===== src/rtl/threadkraken_mmu_pkg.sv =====
// Shared types and helpers for the threadkraken MMU / external-bus unit.
package threadkraken_mmu_pkg;

  localparam int unsigned N_TRD = 8;
  localparam int unsigned TRD_W = 3;

  typedef enum logic [1:0] {
    IDLE,
    I_BUSY,
    D_BUSY
  } mmu_state_e;

  typedef struct packed {
    logic [31:0] base;
    logic [31:0] limit;
    logic        valid;
  } seg_entry_t;

  // Replay result buffer; the D port keeps its store tag alongside.
  typedef struct packed {
    logic             valid;
    logic [TRD_W-1:0] trd;
    logic [31:0]      vaddr;
    logic [31:0]      data;
  } mmu_buf_t;

  function automatic logic seg_fault(input logic [31:0] limit, input logic valid,
                                     input logic [31:0] addr);
    return !valid || (addr > limit) || (addr[1:0] != 2'b00);
  endfunction

endpackage


===== src/rtl/threadkraken_mmu_seg.sv =====
// Per-thread base/limit segment register file with two lookup ports.
module mmu_seg_table
  import threadkraken_mmu_pkg::*;
#(
  parameter logic [31:0] BOOT_LIMIT = 32'hFFFF_FFFC
) (
  input  logic             clk,
  input  logic             rst_n,
  input  logic             wr,
  input  logic [TRD_W-1:0] wr_trd,
  input  logic [31:0]      wr_base,
  input  logic [31:0]      wr_limit,
  input  logic             wr_valid,
  input  logic [TRD_W-1:0] a_trd,
  input  logic [31:0]      a_addr,
  output logic             a_fault,
  output logic [31:0]      a_phys,
  input  logic [TRD_W-1:0] b_trd,
  input  logic [31:0]      b_addr,
  output logic             b_fault,
  output logic [31:0]      b_phys
);

  seg_entry_t seg [N_TRD];

  always_ff @(posedge clk or negedge rst_n) begin
    if (!rst_n) begin
      for (int unsigned t = 0; t < N_TRD; t++)
        seg[t] <= (t == 0) ? '{base: '0, limit: BOOT_LIMIT, valid: 1'b1} : '0;
    end else if (wr) begin
      seg[wr_trd] <= '{base: wr_base, limit: wr_limit, valid: wr_valid};
    end
  end

  always_comb begin
    a_fault = seg_fault(seg[a_trd].limit, seg[a_trd].valid, a_addr);
    a_phys  = seg[a_trd].base + a_addr;
    b_fault = seg_fault(seg[b_trd].limit, seg[b_trd].valid, b_addr);
    b_phys  = seg[b_trd].base + b_addr;
  end

endmodule


===== src/rtl/threadkraken_mmu.sv =====
// Segment check, translation and single-outstanding external bus with
// miss-then-replay result buffers for the fetch and data ports.
module threadkraken_mmu
  import threadkraken_mmu_pkg::*;
#(
  parameter logic [31:0] BOOT_LIMIT = 32'hFFFF_FFFC
) (
  input  logic             clk,
  input  logic             rst_n,
  input  logic [31:0]      i_addr,
  input  logic             i_rd,
  input  logic [TRD_W-1:0] i_trd,
  output logic [31:0]      i_rd_data,
  output logic             i_miss,
  output logic             i_segfault,
  input  logic [31:0]      d_addr,
  input  logic [31:0]      d_wr_data,
  input  logic             d_rd,
  input  logic             d_wr,
  input  logic [TRD_W-1:0] d_trd,
  output logic [31:0]      d_rd_data,
  output logic             d_miss,
  output logic             d_segfault,
  input  logic             cfg_wr,
  input  logic [TRD_W-1:0] cfg_trd,
  input  logic [31:0]      cfg_base,
  input  logic [31:0]      cfg_limit,
  input  logic             cfg_valid,
  output logic             ext_req,
  output logic             ext_we,
  output logic [31:0]      ext_addr,
  output logic [31:0]      ext_wdata,
  input  logic             ext_ack,
  input  logic [31:0]      ext_rdata
);

  mmu_state_e  state, state_nxt;
  mmu_buf_t    ibuf, dbuf;
  logic        dbuf_we;
  logic [31:0] dbuf_wdata;
  logic        drop, drop_nxt;
  logic        i_seg_fault, d_seg_fault;
  logic [31:0] i_phys, d_phys;
  logic        i_req, d_req, i_fault, d_fault, i_hit, d_hit;
  logic        i_launch, d_launch, i_kill, d_kill;

  mmu_seg_table #(.BOOT_LIMIT(BOOT_LIMIT)) u_seg (
    .clk      (clk),
    .rst_n    (rst_n),
    .wr       (cfg_wr),
    .wr_trd   (cfg_trd),
    .wr_base  (cfg_base),
    .wr_limit (cfg_limit),
    .wr_valid (cfg_valid),
    .a_trd    (i_trd),
    .a_addr   (i_addr),
    .a_fault  (i_seg_fault),
    .a_phys   (i_phys),
    .b_trd    (d_trd),
    .b_addr   (d_addr),
    .b_fault  (d_seg_fault),
    .b_phys   (d_phys)
  );

  // Requests are masked during reset so every output reads 0 while rst_n is low.
  always_comb begin
    i_req      = i_rd & rst_n;
    d_req      = (d_rd | d_wr) & rst_n;
    i_fault    = i_seg_fault;
    d_fault    = d_seg_fault | (d_rd & d_wr);
    i_hit      = i_req && !i_fault && ibuf.valid && (ibuf.trd == i_trd) && (ibuf.vaddr == i_addr);
    d_hit      = d_req && !d_fault && dbuf.valid && (dbuf.trd == d_trd) && (dbuf.vaddr == d_addr)
                 && (dbuf_we == d_wr) && (!d_wr || (dbuf_wdata == d_wr_data));
    i_segfault = i_req & i_fault;
    d_segfault = d_req & d_fault;
    i_miss     = i_req & !i_fault & !i_hit;
    d_miss     = d_req & !d_fault & !d_hit;
    d_launch   = (state == IDLE) & d_miss;
    i_launch   = (state == IDLE) & i_miss & !d_miss;
    i_kill     = drop | (cfg_wr & (cfg_trd == ibuf.trd));
    d_kill     = drop | (cfg_wr & (cfg_trd == dbuf.trd));
    ext_req    = (state != IDLE);
  end

  // Next state and drop flag; a launch in the config-write cycle is already stale.
  always_comb begin
    state_nxt = state;
    unique case (state)
      IDLE:    if (d_launch) state_nxt = D_BUSY;
               else if (i_launch) state_nxt = I_BUSY;
      I_BUSY,
      D_BUSY:  if (ext_ack) state_nxt = IDLE;
      default: state_nxt = IDLE;
    endcase
    drop_nxt = drop | (cfg_wr & ((i_launch & (i_trd == cfg_trd)) |
                                 (d_launch & (d_trd == cfg_trd)) |
                                 ((state == I_BUSY) & (ibuf.trd == cfg_trd)) |
                                 ((state == D_BUSY) & (dbuf.trd == cfg_trd))));
    if (state_nxt == IDLE) drop_nxt = 1'b0;
  end

  always_ff @(posedge clk or negedge rst_n) begin
    if (!rst_n) begin
      state     <= IDLE;
      drop      <= 1'b0;
      ext_we    <= 1'b0;
      ext_addr  <= '0;
      ext_wdata <= '0;
    end else begin
      state <= state_nxt;
      drop  <= drop_nxt;
      if (d_launch) begin
        ext_we    <= d_wr;
        ext_addr  <= d_phys;
        ext_wdata <= d_wr_data;
      end else if (i_launch) begin
        ext_we    <= 1'b0;
        ext_addr  <= i_phys;
        ext_wdata <= '0;
      end
    end
  end

  always_ff @(posedge clk or negedge rst_n) begin
    if (!rst_n) begin
      ibuf <= '0;
    end else if (i_launch) begin
      ibuf <= '{valid: 1'b0, trd: i_trd, vaddr: i_addr, data: ibuf.data};
    end else if ((state == I_BUSY) && ext_ack && !i_kill) begin
      ibuf.data  <= ext_rdata;
      ibuf.valid <= 1'b1;
    end else if (i_hit || (cfg_wr && (cfg_trd == ibuf.trd))) begin
      ibuf.valid <= 1'b0;
    end
  end

  always_ff @(posedge clk or negedge rst_n) begin
    if (!rst_n) begin
      dbuf       <= '0;
      dbuf_we    <= 1'b0;
      dbuf_wdata <= '0;
    end else if (d_launch) begin
      dbuf       <= '{valid: 1'b0, trd: d_trd, vaddr: d_addr, data: dbuf.data};
      dbuf_we    <= d_wr;
      dbuf_wdata <= d_wr_data;
    end else if ((state == D_BUSY) && ext_ack && !d_kill) begin
      dbuf.data  <= ext_rdata;
      dbuf.valid <= 1'b1;
    end else if (d_hit || (cfg_wr && (cfg_trd == dbuf.trd))) begin
      dbuf.valid <= 1'b0;
    end
  end

  always_ff @(posedge clk or negedge rst_n) begin
    if (!rst_n) begin
      i_rd_data <= '0;
      d_rd_data <= '0;
    end else begin
      if (i_hit) i_rd_data <= ibuf.data;
      if (d_hit && !d_wr) d_rd_data <= dbuf.data;
    end
  end

endmodule


===== config.mk =====
export PLATFORM = sky130hd
export DESIGN_NAME = threadkraken_mmu
export DESIGN_NICKNAME = d
export VERILOG_FILES = /design/src/rtl/threadkraken_mmu_pkg.sv /design/src/rtl/threadkraken_mmu_seg.sv /design/src/rtl/threadkraken_mmu.sv
export SDC_FILE = /design/constraint.sdc
export NUM_CORES = 2
export LEC_CHECK = 0
export ABC_CLOCK_PERIOD_IN_PS = 10500
export BUFFER_PORTS_ARGS = -buffer_cell sky130_fd_sc_hd__buf_2
export CELL_PAD_IN_SITES_DETAIL_PLACEMENT = 1
export CELL_PAD_IN_SITES_GLOBAL_PLACEMENT = 1
export CORE_MARGIN = 2
export CORE_UTILIZATION = 54
export DETAILED_ROUTE_END_ITERATION = 12
export HOLD_SLACK_MARGIN = 0.12
export PLACE_DENSITY_LB_ADDON = 0.1
export SLEW_MARGIN = 5
export SYNTH_ARGS = -nofsm -noshare
export SYNTH_HDL_FRONTEND = slang
export SYNTH_SLANG_ARGS = --single-unit
export TNS_END_PERCENT = 1

===== constraint.sdc =====
create_clock -name clk -period 10.5 [get_ports clk]
set_clock_uncertainty 0.2 [all_clocks]
set_input_delay 1.575 -clock clk [delete_from_list [all_inputs] [get_ports clk]]
set_output_delay 1.575 -clock clk [all_outputs]
set_load 0.01 [all_outputs]

Word-level counts from Yosys, hierarchy flattened
Index checks and enable logic that the tools add are counted.
{"block": "totals", "regBits": 821, "output_inout_bits": 134, "elab_cells": 167, "inputBits": 209}
{"block": "op_classes", "n_lt_le_gt_ge": 6, "bitwise": 32, "eq_ne": 14, "muxes": 26, "n_reduce_logical": 46, "n_addsub": 2}
{"op": "$bwmux 520", "count": 1}
{"op": "$bmux 65 s3", "count": 2}
{"op": "$mux 65", "count": 5}
{"op": "$demux 65 s3", "count": 1}
{"op": "$mux 32", "count": 4}
{"op": "$eq 32x32->1", "count": 3}
{"op": "$add 32x32->32", "count": 2}
{"op": "$gt 32x32->1", "count": 2}
{"op": "$eq 3x3->1", "count": 8}
{"op": "$and 1x1->1", "count": 19}
{"op": "$logic_and 1x1->1", "count": 18}
{"op": "$ge 4x4->1 const B", "count": 3}
{"op": "$not 3->4", "count": 3}
{"op": "$logic_not 1->1", "count": 10}
{"op": "$mux 1", "count": 9}
{"op": "$or 1x1->1", "count": 8}
{"op": "$reduce_bool 2->1", "count": 4}
{"op": "$logic_or 1x1->1", "count": 7}
{"op": "$mux 2", "count": 3}
{"op": "$reduce_bool 3->1", "count": 2}
{"op": "$logic_not 2->1", "count": 2}
{"op": "$lt 4x1->1 const B", "count": 1}
{"op": "$pmux 2 s2", "count": 1}
{"op": "$reduce_and 2->1", "count": 2}
{"op": "5 further kinds", "count": 6}

Depth between registers and ports, before layout
{"block": "depth", "ltp_word": 26, "ltp_mapped": 18, "ltp_nobuf": 14}

By module
From an unflattened synthesis, not the netlist that was laid out.
{"block": "unflattened", "hier_cells": 3265, "hier_area_um2": 44615.3}
{"module": "mmu_seg_table", "seq_area_each_um2": 13051.3, "n_inst": 1, "cells_each": 2235, "area_each_um2": 31685.4}
{"module": "threadkraken_mmu", "seq_area_each_um2": 7532.2, "n_inst": 1, "cells_each": 1030, "area_each_um2": 12929.9}

Worst setup path after synthesis
OpenSTA, ideal clock, no wires.
{"block": "synth_timing", "path_kind": "input port to output port", "startpoint": "input port i_trd[0]", "endpoint": "output port i_segfault", "cell_stages": 13, "t_required_ns": 8.725, "t_arrival_ns": 5.492, "n_path_buf": 3, "path_slack_ns": 3.233, "path_cell_list": "clkbuf_1 clkbuf_1 buf_1 mux4_2 mux2i_1 ha_1 nand4_1 or4_1 and4b_1 nor2_1 a2111o_1 nand2b_1 and3_1"}
{"block": "synth_between", "elab_chain_cells": 8, "elab_cells_between_ends": 9, "cone_classes": "1 x order compare; 3 x mux; 2 x bitwise; 3 x reduce/logical"}
{"element": "start: declaration", "line": "threadkraken_mmu.sv:12", "text": "input logic [TRD_W-1:0] i_trd,"}
{"element": "$not 3->4 (not written as such) (*)", "line": "threadkraken_mmu_seg.sv:36", "text": "a_fault = seg_fault(seg[a_trd].limit, seg[a_trd].valid, a_addr);"}
{"element": "$bmux 65 s3 (*)", "line": "threadkraken_mmu_seg.sv:36"}
{"element": "$mux 65 (*) (2 in a row)"}
{"element": "$gt 32x32->1 / $logic_not 1->1 (equally long branches)", "line": "threadkraken_mmu_pkg.sv:29", "text": "return !valid || (addr > limit) || (addr[1:0] != 2'b00);"}
{"element": "$logic_or 1x1->1 (*) (2 in a row)", "line": "threadkraken_mmu_pkg.sv:29"}
{"element": "$and 1x1->1 (*)", "line": "threadkraken_mmu.sv:74", "text": "i_segfault = i_req & i_fault;"}
{"element": "end: declaration", "line": "threadkraken_mmu.sv:15", "text": "output logic i_segfault,"}
Every way passes the cells marked *; elsewhere a longest branch is shown, timed or not. The select of a mux whose other input is x is not followed.

Worst setup path after layout
{"block": "layout_timing", "startpoint": "input port d_trd[1]", "endpoint": "output port d_miss"}
{"block": "layout_between", "elab_chain_cells": 17, "elab_cells_between_ends": 20, "cone_classes": "1 x order compare; 1 x eq/ne; 3 x mux; 4 x bitwise; 11 x reduce/logical"}
{"element": "start: declaration", "line": "threadkraken_mmu.sv:20", "text": "input logic [TRD_W-1:0] d_trd,"}
{"element": "$not 3->4 (not written as such)", "line": "threadkraken_mmu_seg.sv:38", "text": "b_fault = seg_fault(seg[b_trd].limit, seg[b_trd].valid, b_addr);"}
{"element": "$bmux 65 s3", "line": "threadkraken_mmu_seg.sv:38"}
{"element": "$mux 65 (not written as such) (2 in a row)", "line": "threadkraken_mmu_seg.sv:38"}
{"element": "$gt 32x32->1 / $logic_not 1->1 (equally long branches)", "line": "threadkraken_mmu_pkg.sv:29"}
{"element": "$logic_or 1x1->1 (2 in a row)", "line": "threadkraken_mmu_pkg.sv:29"}
{"element": "$or 1x1->1", "line": "threadkraken_mmu.sv:70", "text": "d_fault = d_seg_fault | (d_rd & d_wr);"}
{"element": "$logic_not 1->1", "line": "threadkraken_mmu.sv:72, threadkraken_mmu.sv:77"}
{"element": "$logic_and 1x1->1 (4 in a row)", "line": "threadkraken_mmu.sv:72", "text": "d_hit = d_req && !d_fault && dbuf.valid && (dbuf.trd == d_trd) && (dbuf.vaddr == d_addr)"}
{"element": "$logic_and 1x1->1 (2 in a row)", "line": "threadkraken_mmu.sv:73", "text": "&& (dbuf_we == d_wr) && (!d_wr || (dbuf_wdata == d_wr_data));"}
{"element": "$logic_not 1->1", "line": "threadkraken_mmu.sv:77", "text": "d_miss = d_req & !d_fault & !d_hit;"}
{"element": "$and 1x1->1 (*)", "line": "threadkraken_mmu.sv:77"}
{"element": "end: declaration", "line": "threadkraken_mmu.sv:22", "text": "output logic d_miss,"}
Marks and branches as above.

==> metrics.md <==
| Metric | Value |
|---|---|
| Global route hottest layer | `met2` |
| Number of clock sinks | `821` |
| Detailed-routing iteration count for the pre-antenna-repair pass | `7` |
| Pwr dens | `229.6 mW/mm2` |
| Maximum clock insertion buffer count | `3` |
| Ratio of cells with drive above 1 in the final layout | `0.4365` |
| Count of instances resized after the clock tree is built | `0` |
| Via count | `30260` |
| Most frequent cell after synthesis | `sky130_fd_sc_hd__dfrtp_1` |
| Post-DR vias/cell | `6.466` |
| Top cells by count, synth | `790 x sky130_fd_sc_hd__dfrtp_1, 716 x sky130_fd_sc_hd__mux2_2, 333 x sky130_fd_sc_hd__nand2_1` |
| Cell types with the largest area share after synthesis | `sky130_fd_sc_hd__dfrtp_1 45%, sky130_fd_sc_hd__mux2_2 18%, sky130_fd_sc_hd__mux4_2 13%, sky130_fd_sc_hd__ha_1 3.7%, sky130_fd_sc_hd__nand2_1 2.8%` |
| Setup repair after global routing missed its margin | `no` |
| Quantity of I/O buffers inserted on ports | `342` |
| Post-DRT Antenna Nets | `0` |
| Net total in the final layout | `3889` |
| Post-synth EDFFs | `0` |
| Worst hold slack across all endpoints | `0.2701 ns` |
| Die Outline Area | `0.08393 mm2` |
| Post-detailed-route DRC marker count | `0` |
| Static Leakage | `0.02251 uW` |
| Number of hold buffers added after CTS | `0` |
| Rel. slew slack | `0.2182` |
| Share of the synthesized area in the top cell type | `0.4485` |
| Number of slew-limit violations in the final report | `0` |
| Grt total ovfl | `0` |
| Final Hold Vio Count | `0` |
| Total cell area at the placement stage | `0.04682 mm2` |
| Met3 track demand over resource | `0.06515` |
| Cell family contributing the most delay on the critical path | `buffers and inverters` |
| CTS root buf | `sky130_fd_sc_hd__clkbuf_16` |
| Core box area | `0.08068 mm2` |
| Number of placement rows | `104` |
| Post-Route Setup TNS | `0 ns` |
| TritonCTS Buffers | `90` |
| Sequential cell area | `0.02058 mm2` |
| Peak ir drop on the vdd network | `133.6 uV` |
| Clock latency on the worst-skew pair | `0.65 ns` |
| CP bufs+invs | `3` |
| Achievable Freq | `0.1221 GHz` |
| Sort of element at the end of the critical path | `output port` |
| Vias in the first global route | `33140` |
| Antenna violations before repair | `18` |
| Syn_nets | `3594` |
| Per-instance average area after synthesis | `13.55 um2` |
| Required time reported for the critical path endpoint | `8.73 ns` |
| Maximum number of pins on one net before global-route repair | `189` |
| Fraction of synthesis flops using an asynchronous set or reset pin | `1.000` |
| Slowest stage delay, CP | `0.80 ns` |
| Worst setup slack for register-to-register paths | `4.55 ns` |
| Crit-path cells | `buf_6, buf_4, mux4_2, mux2i_1, ha_1, a21oi_1, a21boi_0, nor4_1, a21oi_1, nor4b_4, buf_2` |
| Cell area after layout | `0.04979 mm2` |
| Maximum capacitance violations | `0` |
| Synth area leader | `sky130_fd_sc_hd__dfrtp_1` |
| Class of the tightest hold or removal check | `reg2reg` |
| Transition time at the pin with the least slew margin | `1.173 ns` |
| End-of-flow core utilization | `0.6171` |
| Cell with the most instances on the worst path | `sky130_fd_sc_hd__a21oi_1` |
| Warnings from Yosys | `0` |
| Placer Congestion | `0.8948` |
| Wire length reported by the detailed router | `144000 um` |
| Multi-input gate area | `0.02269 mm2` |
| Netlist area before placement | `0.04408 mm2` |
| First DRT Iteration DRCs | `2125` |
| Dominant register cell in the synthesized netlist | `sky130_fd_sc_hd__dfrtp_1` |
| Worst Path Arrival | `6.42 ns` |
| Reg clk slew, reported paths | `0.06 ns` |
| Setup-failing EPs final | `0` |
| Number of instances in the synthesized netlist | `3253` |
| Top Ports | `343` |
| Post-synthesis sequential element count | `821` |
| Critical path start-end classification | `in2out` |
| Share of the clock period used by the worst path | `0.7803` |
| Syn-to-layout area delta | `12.95%` |
| Die outline width | `289.7 um` |
| Initial standard-cell utilization of the core | `0.5464` |
| Worst path slowest cell | `sky130_fd_sc_hd__buf_4` |
| Proportion of synthesized chip area in sequential cells | `0.4670` |
| Placed wire-length estimate after detailed placement | `97210 um` |
| Highest fanout seen on the critical path | `83` |
| Run status | `finished, final reports clean` |
| Wire length of the first global-routing pass | `215300 um` |
| Count of buffers added by post-CTS timing repair for setup | `0` |
| GR met1 Demand/Resource | `0.4565` |
| Global-route met2 utilization | `0.5638` |
| Design Power | `11430 uW` |
| Number of distinct library cells after synthesis | `77` |
| Routed len/inst | `30.77 um` |
| Clock tree from TritonCTS | `done` |
| Vertical die dimension | `289.7 um` |
| GR Util All Layers | `0.3461` |
| Number of fill cells | `7745` |
| Maximum level of the CTS H-tree | `3` |
| Time the final worst path needs with I/O delays and setup | `8.193 ns` |
| Startpoint type of the worst setup path | `primary input` |
==> kinds of logic after synthesis <==
kind of cell             count (synthesis)  synth area share
flip-flops                             821            0.4670
adder cells (fa/ha/maj)                132           0.03781
AND/OR/NAND/NOR                        553           0.05768
XOR/XNOR                               156           0.03100
buffers and inverters                  214           0.01959
multiplexers                          1098            0.3458
AO/OA/AOI/OAI                          279           0.04116
==> through the flow <==
step,instances,worst slack (ns)
floorplan,3253,3.233
global placement,4516,2.516
detailed placement,4516,2.304
CTS,4675,2.429
global route,4680,2.305
finish,4680,2.307
==> registers in the layout, indices dropped and copies added, names as in the netlist <==
name and count:
u_seg.seg 520, dbuf 68, ibuf 68, d_rd_data 32, dbuf_wdata 32, ext_addr 32
ext_wdata 32, i_rd_data 32, state 2, dbuf_we 1, drop 1, ext_we 1
==> cell type report <==
| class | instances | share of cell area |
|---|---|---|
| sequential | 821 | 0.4134 |
| inverter | 30 | 0.002262 |
| clock inverter | 31 | 0.007188 |
| tap | 1060 | 0.02664 |
| multi-input combinational | 2218 | 0.4558 |
| antenna | 5 | 0.0002513 |
| clock buffer | 128 | 0.05215 |
| timing repair buffer | 387 | 0.04232 |
==> cell usage in the layout (no fill, tap or decap), types with 9 or more instances in the layout <==
master / netlist / final
sky130_fd_sc_hd__nand3_1: 17 / 16
sky130_fd_sc_hd__inv_1: 30 / 30
sky130_fd_sc_hd__nand2b_1: 12 / 12
sky130_fd_sc_hd__a211oi_1: 18 / 18
sky130_fd_sc_hd__xnor2_1: 94 / 94
sky130_fd_sc_hd__nor2_1: 49 / 48
sky130_fd_sc_hd__o21ai_0: 55 / 55
sky130_fd_sc_hd__nor2b_1: 23 / 22
sky130_fd_sc_hd__clkbuf_16: 0 / 91
sky130_fd_sc_hd__mux2_1: 11 / 11
sky130_fd_sc_hd__clkbuf_8: 0 / 20
sky130_fd_sc_hd__a21oi_1: 79 / 79
sky130_fd_sc_hd__mux2_2: 716 / 716
sky130_fd_sc_hd__buf_4: 2 / 46
sky130_fd_sc_hd__buf_2: 18 / 335
sky130_fd_sc_hd__mux2_4: 18 / 18
sky130_fd_sc_hd__dfrtp_1: 790 / 790
sky130_fd_sc_hd__mux4_2: 260 / 260
sky130_fd_sc_hd__dfstp_2: 31 / 31
sky130_fd_sc_hd__a21o_1: 31 / 31
sky130_fd_sc_hd__mux2i_1: 93 / 93
sky130_fd_sc_hd__nor4_1: 14 / 14
sky130_fd_sc_hd__nand4_1: 35 / 35
sky130_fd_sc_hd__xor2_1: 62 / 62
sky130_fd_sc_hd__a31oi_1: 9 / 9
sky130_fd_sc_hd__nand2_1: 333 / 332
sky130_fd_sc_hd__o21a_1: 16 / 16
sky130_fd_sc_hd__nor3_1: 23 / 20
sky130_fd_sc_hd__clkbuf_1: 129 / 19
sky130_fd_sc_hd__o211ai_1: 9 / 9
sky130_fd_sc_hd__ha_1: 130 / 130
sky130_fd_sc_hd__clkinv_2: 0 / 15
==> where the power goes <==
group | internal (uW) | switching (uW) | total (uW)
logic | 1720 | 1760 | 3480
registers | 4050 | 660 | 4710
clock network | 1890 | 1350 | 3240
==> final timing paths <==
path	start	to	depth (start not counted)
max	d_trd[1]	d_miss	11
min	ext_we	ext_we	2
max reg2reg	u_seg.seg[271]	dbuf[13]	13
min reg2reg	ext_we	ext_we	2
max in group asynchronous	rst_n	u_seg.seg[258]	5
min in group asynchronous	rst_n	ext_addr[22]	1
==> worst reg2reg max path: cells and delay by family, from the launching register on <==
family | cells | cell delay [ns]
muxes | 3 | 1.62
buffers and inverters | 1 | 0.36
AOI/OAI and AO/OA | 3 | 1.19
DFF | 1 | 0.41
adders and majority gates | 1 | 0.24
and+or+nand+nor | 5 | 1.79
==> layer usage <==
layer | up-vias | wire [um]
li1 | 12720 | -
met1 | 16180 | 58730
met2 | 1022 | 69150
met3 | 319 | 9610
met4 | 18 | 6364
met5 | - | 126
Note: power is estimated with default switching activity, not from simulation.
